**src/rtl/uart_rx_pkg.sv**
```systemverilog
// Shared types and constants for the UART receiver: FSM state encoding,
// legal oversampling ratios and parity-type codes.
package uart_rx_pkg;

    typedef enum logic [2:0] {
        IDLE      = 3'd0,
        START     = 3'd1,
        DATA      = 3'd2,
        PARITY    = 3'd3,
        STOP      = 3'd4,
        WAIT_IDLE = 3'd5
    } state_t;

    localparam logic [5:0] PRESC_8  = 6'd8;
    localparam logic [5:0] PRESC_16 = 6'd16;
    localparam logic [5:0] PRESC_32 = 6'd32;

    localparam logic PAR_EVEN = 1'b0;
    localparam logic PAR_ODD  = 1'b1;

    // Any ratio other than 8/16/32 falls back to 8.
    function automatic logic [5:0] legal_presc(input logic [5:0] p);
        case (p)
            PRESC_8, PRESC_16, PRESC_32: return p;
            default:                     return PRESC_8;
        endcase
    endfunction

endpackage

```
**src/rtl/uart_rx_sampler.sv**
```systemverilog
// Per-bit edge counter and sample-point logic. With UART_RX_MAJORITY_SAMPLE_EN
// defined the bit is a 3-sample majority vote, otherwise one mid-bit sample.
module uart_rx_sampler (
    input  logic       clk,
    input  logic       rst,
    input  logic       rx_s,
    input  logic       start,
    input  logic       run,
    input  logic [5:0] presc,
    output logic       sampled_bit,
    output logic       sample_done,
    output logic       bit_end
);
    logic [5:0] edge_cnt;
    logic [5:0] half;

    assign half        = presc >> 1;
    assign sample_done = run && (edge_cnt == half + 6'd1);
    assign bit_end     = run && (edge_cnt == presc - 6'd1);

    // The start-detect cycle is edge 0, so the count resumes at 1.
    always_ff @(posedge clk) begin
        if (rst)
            edge_cnt <= 6'd0;
        else if (start)
            edge_cnt <= 6'd1;
        else if (run)
            edge_cnt <= bit_end ? 6'd0 : edge_cnt + 6'd1;
        else
            edge_cnt <= 6'd0;
    end

`ifdef UART_RX_MAJORITY_SAMPLE_EN
    logic s_early;
    logic s_mid;

    always_ff @(posedge clk) begin
        if (rst) begin
            s_early <= 1'b1;
            s_mid   <= 1'b1;
        end else begin
            if (run && edge_cnt == half - 6'd1)
                s_early <= rx_s;
            if (run && edge_cnt == half)
                s_mid <= rx_s;
        end
    end

    assign sampled_bit = (s_early & s_mid) | (s_early & rx_s) | (s_mid & rx_s);
`else
    logic s_mid;

    always_ff @(posedge clk) begin
        if (rst)
            s_mid <= 1'b1;
        else if (run && edge_cnt == half)
            s_mid <= rx_s;
    end

    assign sampled_bit = s_mid;
`endif

endmodule

```
**src/rtl/uart_rx.sv**
```systemverilog
// UART receiver top: input synchroniser, frame FSM and output registers.
// Build option: UART_RX_MAJORITY_SAMPLE_EN selects majority-vote bit sampling.
module uart_rx
    import uart_rx_pkg::*;
#(
    parameter int Data_Width  = 8,
    parameter int Sync_Stages = 2
) (
    input  logic                  clk,
    input  logic                  RST,
    input  logic                  RX_In,
    input  logic [5:0]            Prescale,
    input  logic                  Par_En,
    input  logic                  Par_Type,
    output logic [Data_Width-1:0] P_Data,
    output logic                  Data_Valid,
    output logic                  Par_Err,
    output logic                  Stp_Err,
    output logic                  Busy,
    output logic [2:0]            state_dbg
);
    localparam int CW = (Data_Width > 1) ? $clog2(Data_Width) : 1;
    localparam logic [CW-1:0] LAST_BIT = CW'(Data_Width - 1);

    logic [Sync_Stages-1:0] sync_q;
    logic                   rx_s;
    state_t                 state_q, next_state;
    logic [5:0]             presc_q;
    logic                   par_en_q, par_type_q, par_bad;
    logic [Data_Width-1:0]  word;
    logic [CW-1:0]          bit_cnt;
    logic                   start_det, run;
    logic                   sampled_bit, sample_done, bit_end;

    always_ff @(posedge clk) begin
        if (RST)
            sync_q <= '1;
        else
            sync_q <= {sync_q[Sync_Stages-2:0], RX_In};
    end

    assign rx_s      = sync_q[Sync_Stages-1];
    assign start_det = (state_q == IDLE) && !rx_s;
    assign run       = (state_q == START) || (state_q == DATA) ||
                       (state_q == PARITY) || (state_q == STOP);

    uart_rx_sampler u_sampler (
        .clk         (clk),
        .rst         (RST),
        .rx_s        (rx_s),
        .start       (start_det),
        .run         (run),
        .presc       (presc_q),
        .sampled_bit (sampled_bit),
        .sample_done (sample_done),
        .bit_end     (bit_end)
    );

    always_ff @(posedge clk) begin
        if (RST)
            state_q <= IDLE;
        else
            state_q <= next_state;
    end

    always_comb begin
        next_state = state_q;
        case (state_q)
            IDLE:      if (!rx_s) next_state = START;
            START: begin
                if (sample_done && sampled_bit)
                    next_state = IDLE;
                else if (bit_end)
                    next_state = DATA;
            end
            DATA:      if (bit_end && bit_cnt == LAST_BIT)
                           next_state = par_en_q ? PARITY : STOP;
            PARITY:    if (bit_end) next_state = STOP;
            STOP:      if (sample_done) next_state = sampled_bit ? IDLE : WAIT_IDLE;
            WAIT_IDLE: if (rx_s) next_state = IDLE;
            default:   next_state = IDLE;
        endcase
    end

    // Output contract: Data_Valid, Par_Err and Stp_Err are single-cycle strobes
    // with no back-pressure; P_Data is only meaningful from a Data_Valid onward.
    always_ff @(posedge clk) begin
        if (RST) begin
            presc_q    <= PRESC_8;
            par_en_q   <= 1'b0;
            par_type_q <= PAR_EVEN;
            par_bad    <= 1'b0;
            word       <= '0;
            bit_cnt    <= '0;
            P_Data     <= '0;
            Data_Valid <= 1'b0;
            Par_Err    <= 1'b0;
            Stp_Err    <= 1'b0;
        end else begin
            Data_Valid <= 1'b0;
            Par_Err    <= 1'b0;
            Stp_Err    <= 1'b0;
            if (start_det) begin
                presc_q    <= legal_presc(Prescale);
                par_en_q   <= Par_En;
                par_type_q <= Par_Type;
                par_bad    <= 1'b0;
                bit_cnt    <= '0;
            end
            if (state_q == DATA) begin
                if (sample_done)
                    word[bit_cnt] <= sampled_bit;
                if (bit_end)
                    bit_cnt <= (bit_cnt == LAST_BIT) ? '0 : bit_cnt + 1'b1;
            end
            if (state_q == PARITY && sample_done)
                par_bad <= sampled_bit != ((^word) ^ par_type_q);
            if (state_q == STOP && sample_done) begin
                if (sampled_bit) begin
                    if (par_bad) begin
                        Par_Err <= 1'b1;
                    end else begin
                        P_Data     <= word;
                        Data_Valid <= 1'b1;
                    end
                end else begin
                    Stp_Err <= 1'b1;
                    Par_Err <= par_bad;
                end
            end
        end
    end

    assign Busy      = (state_q != IDLE);
    assign state_dbg = state_q;

endmodule

```
**config.mk**
```make
export PLATFORM = sky130hd
export DESIGN_NAME = uart_rx
export DESIGN_NICKNAME = d
export VERILOG_FILES = /design/src/rtl/uart_rx_pkg.sv /design/src/rtl/uart_rx_sampler.sv /design/src/rtl/uart_rx.sv
export SDC_FILE = /design/constraint.sdc
export NUM_CORES = 1
export LEC_CHECK = 0
export CORE_MARGIN = 4
export CORE_UTILIZATION = 43
export DETAILED_ROUTE_END_ITERATION = 8
export SYNTH_ARGS = -nofsm -noshare
export SYNTH_HDL_FRONTEND = slang
export SYNTH_SLANG_ARGS = --single-unit
```
**constraint.sdc**
```tcl
create_clock -name clk -period 3.8 [get_ports clk]
set_input_delay 1.14 -clock clk [delete_from_list [all_inputs] [get_ports clk]]
set_output_delay 1.14 -clock clk [all_outputs]
set_load 0.05 [all_outputs]
```
==> impl_metrics.env, run 1 <==
export IMPL_netlist_top_cells_count="dfxtp_1, nor2_1, xnor2_1"
export IMPL_wl_per_cell_um=13.3
export IMPL_dieWidth_um=80.8
export IMPL_finalClockSkew_ns=0.00943
export IMPL_worstPathRequired_ns=2.66
export IMPL_holdWs_ns=0.412
export IMPL_dp_slack_ns=1.09
export IMPL_clk_latency_ns=0.29
export IMPL_ys_seq_area_share_pct=37.7
export IMPL_end_kind="output pin"
export IMPL_grt_pass1_wl_mm=7.82
export IMPL_fillers=512
export IMPL_grt_max_degree=33
export IMPL_synth_top_area_share_pct=37.7
export IMPL_final_util_pct=52.1
export IMPL_synth_edf_count=0
export IMPL_worstSetupPathType="reg -> out"
export IMPL_crit_chain="or3_1 > clkdlybuf4s50_1"
export IMPL_placed_cell_area_um2=2550
export IMPL_area_growth_pct=17.4
export IMPL_fp_row_count=26
export IMPL_powerDensity_nw_per_um2=411
export IMPL_async_flop_share_pct=0
export IMPL_synthFlopType="dfxtp_1"
export IMPL_numCtsBuffers=5
export IMPL_routabilityCongestion=0.789
export IMPL_path_clk_slew_ns=0.07
export IMPL_slowest_delay_ns=0.71
export IMPL_dieArea_um2=6530
export IMPL_cts_buffer_depth=2
export IMPL_vias=1808
export IMPL_fmax_mhz=331
export IMPL_cts_root_buf="clkbuf_8"
export IMPL_setup_tns_ns=0
export IMPL_status="complete, no violations"
export IMPL_cts_setup_buffers=0
export IMPL_min_path_type="reg -> reg"
export IMPL_arrival_ns=1.88
export IMPL_drtAntennaViolNets=0
export IMPL_setup_ws_ns=0.777
export IMPL_synth_largest_area_cell="dfxtp_1"
export IMPL_worstPathMaxFanout=13
export IMPL_period_minus_slack_ns=3.02
export IMPL_syn_num_nets=273
export IMPL_initial_core_util_pct=44.4
export IMPL_slew_violations=0
export IMPL_maxCapViolCount=0
export IMPL_antenna_found_initial=0
export IMPL_die_y_um=80.8
export IMPL_yosysMostFrequentCell="dfxtp_1"
export IMPL_viasPerCell=5.20
export IMPL_drcViolationCount=0
export IMPL_synth_cell_types=53
export IMPL_cts_sinks=43
export IMPL_post_place_cells=340
export IMPL_setup_viol=0
export IMPL_pin_count=26
export IMPL_start_kind="flop"
export IMPL_drtIter0Drc=84
export IMPL_relSlewSlack_pct=57.3
export IMPL_synth_area_per_cell_um2=8.91
export IMPL_synth_warning_count=0
export IMPL_slowest_stage="clkdlybuf4s50_1"
export IMPL_stdcell_count=348
export IMPL_cts_repair_resize_count=0
export IMPL_crit_family="buffers and inverters"
export IMPL_cts_tree="yes"
export IMPL_ys_ff_latch=43
export IMPL_track_usage_pct=15.2
export IMPL_routed_wirelength_mm=4.64
export IMPL_syn_inst=256
export IMPL_critical_path_buf_inv_count=1
export IMPL_drive_above_1_share_pct=9.35
export IMPL_synthTopCellsByArea="dfxtp_1, xnor2_1, mux2i_1"
export IMPL_io_buffers=25
export IMPL_first_global_vias=1686
export IMPL_min_period_over_period_pct=79.6
export IMPL_syn_area_um2=2280
export IMPL_antenna_cells=0
export IMPL_overflow=0
export IMPL_stdcell_area_um2=2680
export IMPL_power_mw=1.10
export IMPL_rsz0062_at_grt="false"
export IMPL_nets=294
export IMPL_core_area_um2=5140
export IMPL_cts_hold_buf=0
export IMPL_h_tree_depth=2
export IMPL_drtPass1Iterations=4
export IMPL_worst_pin_slew_ns=0.637
export IMPL_dpl_hpwl_mm=3.33
export IMPL_ir_drop_mv=0.187
export IMPL_leakage_nw=1.00
export IMPL_hold_violations=0
layout by cell type (no fill, tap or decap), types with 3 or more instances in the layout:
master / instances
dfxtp_1: 43
nor2_1: 30
xnor2_1: 27
clkdlybuf4s50_1: 25
nand2_1: 15
mux2i_1: 14
nand3_1: 13
o21ai_0: 10
nand4_1: 10
nor3_1: 9
inv_1: 8
a21oi_1: 6
ha_1: 6
or3_1: 5
xor2_1: 5
clkbuf_8: 5
nor2b_1: 3
buf_4: 3
logic make-up after synthesis:
logic type                 Yosys count  synth area share (%)
AOI/OAI and AO/OA                   27                  7.85
xor gates and xnor gates            32                  12.3
adders and majority gates            6                  3.29
buffers and inverters               23                  5.65
DFF                                 43                  37.7
muxes                               16                  7.30
and+or+nand+nor                    109                  25.9
final timing paths:
path	from	to	slack [ns]	depth (start not counted)
worst min-delay path	sync_q[0]	sync_q[1]	0.41	1
worst max register to register	presc_q[2]	state_dbg[1]	1.10	8
worst min register to register	sync_q[0]	sync_q[1]	0.41	1
worst max-delay path	state_dbg[2]	Busy	0.78	2
sequential cells by signal, summed over array words and instances, names as in the netlist:
signal                 cells
P_Data                     8
word                       8
presc_q                    6
u_sampler.edge_cnt         6
bit_cnt                    3
state_dbg                  3
sync_q                     2
Data_Valid                 1
Par_Err                    1
Stp_Err                    1
par_bad                    1
par_en_q                   1
par_type_q                 1
u_sampler.sampled_bit      1
layer usage:
layer	routed length (µm)	GRT usage, %	vias up
met1	2450	21.1	841
met5	0	0	-
met2	2010	23.6	30
li1	-	-	932
met3	138	3.10	5
met4	48	5.07	0
power by group:
part	switching (mW)	internal (mW)
combinational	0.114	0.0824
clock	0.152	0.263
sequential	0.0273	0.462
area by class of cell:
type,instances,area [µm²],share of cell area (%)
Clock buffer,6,72.6,2.71
Timing Repair Buffer,28,273,10.2
Inverter,9,33.8,1.26
Sequential cell,43,861,32.1
Tap cell,70,87.6,3.27
Multi-Input combinational cell,190,1290,48.2
Clock inverter,2,60.1,2.24
Power figures use the tool's default switching activity.
==> run 2: changes to the inputs <==
==> constraint.sdc (replaced) <==
create_clock -name clk -period 2.86 [get_ports clk]
set_input_delay 0.858 -clock clk [delete_from_list [all_inputs] [get_ports clk]]
set_output_delay 0.858 -clock clk [all_outputs]
set_load 0.05 [all_outputs]
==> run 2 against run 1 <==
Via count decreased by 0.17%. Critical endpoint unchanged. Largest cell class unchanged. Sequential power increased by 30%. Global-route usage up 0.72 points.
==> impl_metrics.env, run 2 (synthesis results as in run 1) <==
export IMPL_ir_drop_mv=0.239
export IMPL_initial_core_util_pct=44.4
export IMPL_cts_tree="yes"
export IMPL_r2r_end="state_dbg[1]"
export IMPL_antenna_cells=0
export IMPL_fp_row_count=26
export IMPL_worstSetupPathType="reg -> out"
export IMPL_slowest_delay_ns=0.79
export IMPL_fmax_mhz=363
export IMPL_dieArea_um2=6530
export IMPL_h_tree_depth=2
export IMPL_cts_hold_buf=0
export IMPL_routabilityCongestion=0.860
export IMPL_crit_chain="or3_4 > clkdlybuf4s50_1"
export IMPL_leakage_nw=0.997
export IMPL_drcViolationCount=0
export IMPL_path_clk_slew_ns=0.08
export IMPL_start_kind="flop"
export IMPL_core_area_um2=5140
export IMPL_worstPathMaxFanout=13
export IMPL_powerDensity_nw_per_um2=489
export IMPL_status="complete, no violations"
export IMPL_worstHoldStart="sync_q[0]"
export IMPL_finalClockSkew_ns=0.00753
export IMPL_drtAntennaViolNets=0
export IMPL_vias=1805
export IMPL_grt_pass1_wl_mm=8.07
export IMPL_io_buffers=25
export IMPL_relSlewSlack_pct=55.8
export IMPL_cts_setup_buffers=0
export IMPL_cts_repair_resize_count=0
export IMPL_worstPathRequired_ns=2.00
export IMPL_grt_max_degree=16
export IMPL_dpl_hpwl_mm=3.56
export IMPL_antenna_found_initial=0
export IMPL_drtPass1Iterations=4
export IMPL_min_period_over_period_pct=96.3
export IMPL_top_regs="P_Data: 8 flops, word: 8 flops"
export IMPL_cts_root_buf="clkbuf_8"
export IMPL_holdWs_ns=0.418
export IMPL_setup_viol=0
export IMPL_holdPathEnd="sync_q[1]"
export IMPL_worstRegToRegCells=8
export IMPL_setup_tns_ns=0
export IMPL_clk_latency_ns=0.30
export IMPL_arrival_ns=1.90
export IMPL_timing_rr_start="presc_q[2]"
export IMPL_end_kind="output pin"
export IMPL_drtIter0Drc=70
export IMPL_min_path_type="reg -> reg"
export IMPL_cts_buffer_depth=2
export IMPL_numCtsBuffers=5
export IMPL_final_cell_mix="dfxtp_1, nor2_1, xnor2_1"
export IMPL_first_global_vias=1718
export IMPL_worst_pin_slew_ns=0.660
export IMPL_hold_violations=0
export IMPL_nets=298
export IMPL_track_usage_pct=16.0
export IMPL_slowest_stage="clkdlybuf4s50_1"
export IMPL_die_y_um=80.8
export IMPL_viasPerCell=5.13
export IMPL_drive_above_1_share_pct=11.0
export IMPL_period_minus_slack_ns=2.75
export IMPL_rsz0062_at_grt="false"
export IMPL_mostFrequentLayoutCell="dfxtp_1"
export IMPL_r2r_slack_ns=0.22
export IMPL_cts_sinks=43
export IMPL_maxCapViolCount=0
export IMPL_wl_per_cell_um=13.2
export IMPL_overflow=0
export IMPL_slew_violations=0
export IMPL_holdPathStages=1
export IMPL_dieWidth_um=80.8
export IMPL_pin_count=26
export IMPL_area_growth_pct=16.9
export IMPL_routed_wirelength_mm=4.64
## run 2: cell count changes in the layout (fill, tap and decap cells not counted), sizes merged
cell      before  now
clkinv         1    2
bufinv         2    0
buf            3    7
clkinvlp       0    1
## run 2: area by class of cell
class                      count  area, µm²
timing repair buffer          32        303
clock inverter                 2       12.5
fill                         512       2470
tap                           70       87.6
inverter                       9       33.8
sequential                    43        861
clock buffer                   6       72.6
multi-input combinational    190       1300
## run 2: worst max-delay path, delay by kind of cell (launching register included)
kind          cells  cell delay (ns)
buf+inv           1             0.79
flops             1             0.59
simple gates      1             0.22
## run 2: per-stage QoR
stage | util, % | instance area, µm² | cells | worst slack (ns) | power, mW
2_1_floorplan | - | 2290 | 256 | 0.153 | 0.869
3_3_place_gp | 50.2 | 2580 | 344 | 0.290 | 0.941
3_5_place_dp | 50.2 | 2580 | 344 | 0.234 | 0.943
4_1_cts | 51.9 | 2670 | 352 | 0.0797 | 1.32
5_1_grt | 51.9 | 2670 | 352 | 0.0223 | 1.38
6_report | 51.9 | 2670 | 352 | 0.107 | 1.30
## run 2: worst max path at each step
stage	from	endpoint	slack [ns]
floorplan	state_dbg[2]	state_dbg[1]	0.15
global placement	presc_q[2]	state_dbg[1]	0.29
detailed placement	presc_q[2]	state_dbg[1]	0.23
CTS	state_dbg[2]	Busy	0.08
global route	state_dbg[2]	Busy	0.02
finish	state_dbg[2]	Busy	0.11
## run 2: routing by layer
| metal | routed length, µm | global-route usage [%] | up-vias |
|---|---|---|---|
| met2 | 1980 | 24.3 | 34 |
| li1 | - | - | 937 |
| met1 | 2380 | 21.7 | 828 |
| met3 | 212 | 4.43 | 6 |
| met4 | 68 | 5.41 | 0 |
| met5 | 0 | 0 | - |
## run 2: where the power goes
group          switching, mW  internal (mW)  total [mW]
clock                  0.207          0.171       0.378
sequential            0.0233          0.614       0.637
combinational          0.167          0.123       0.289
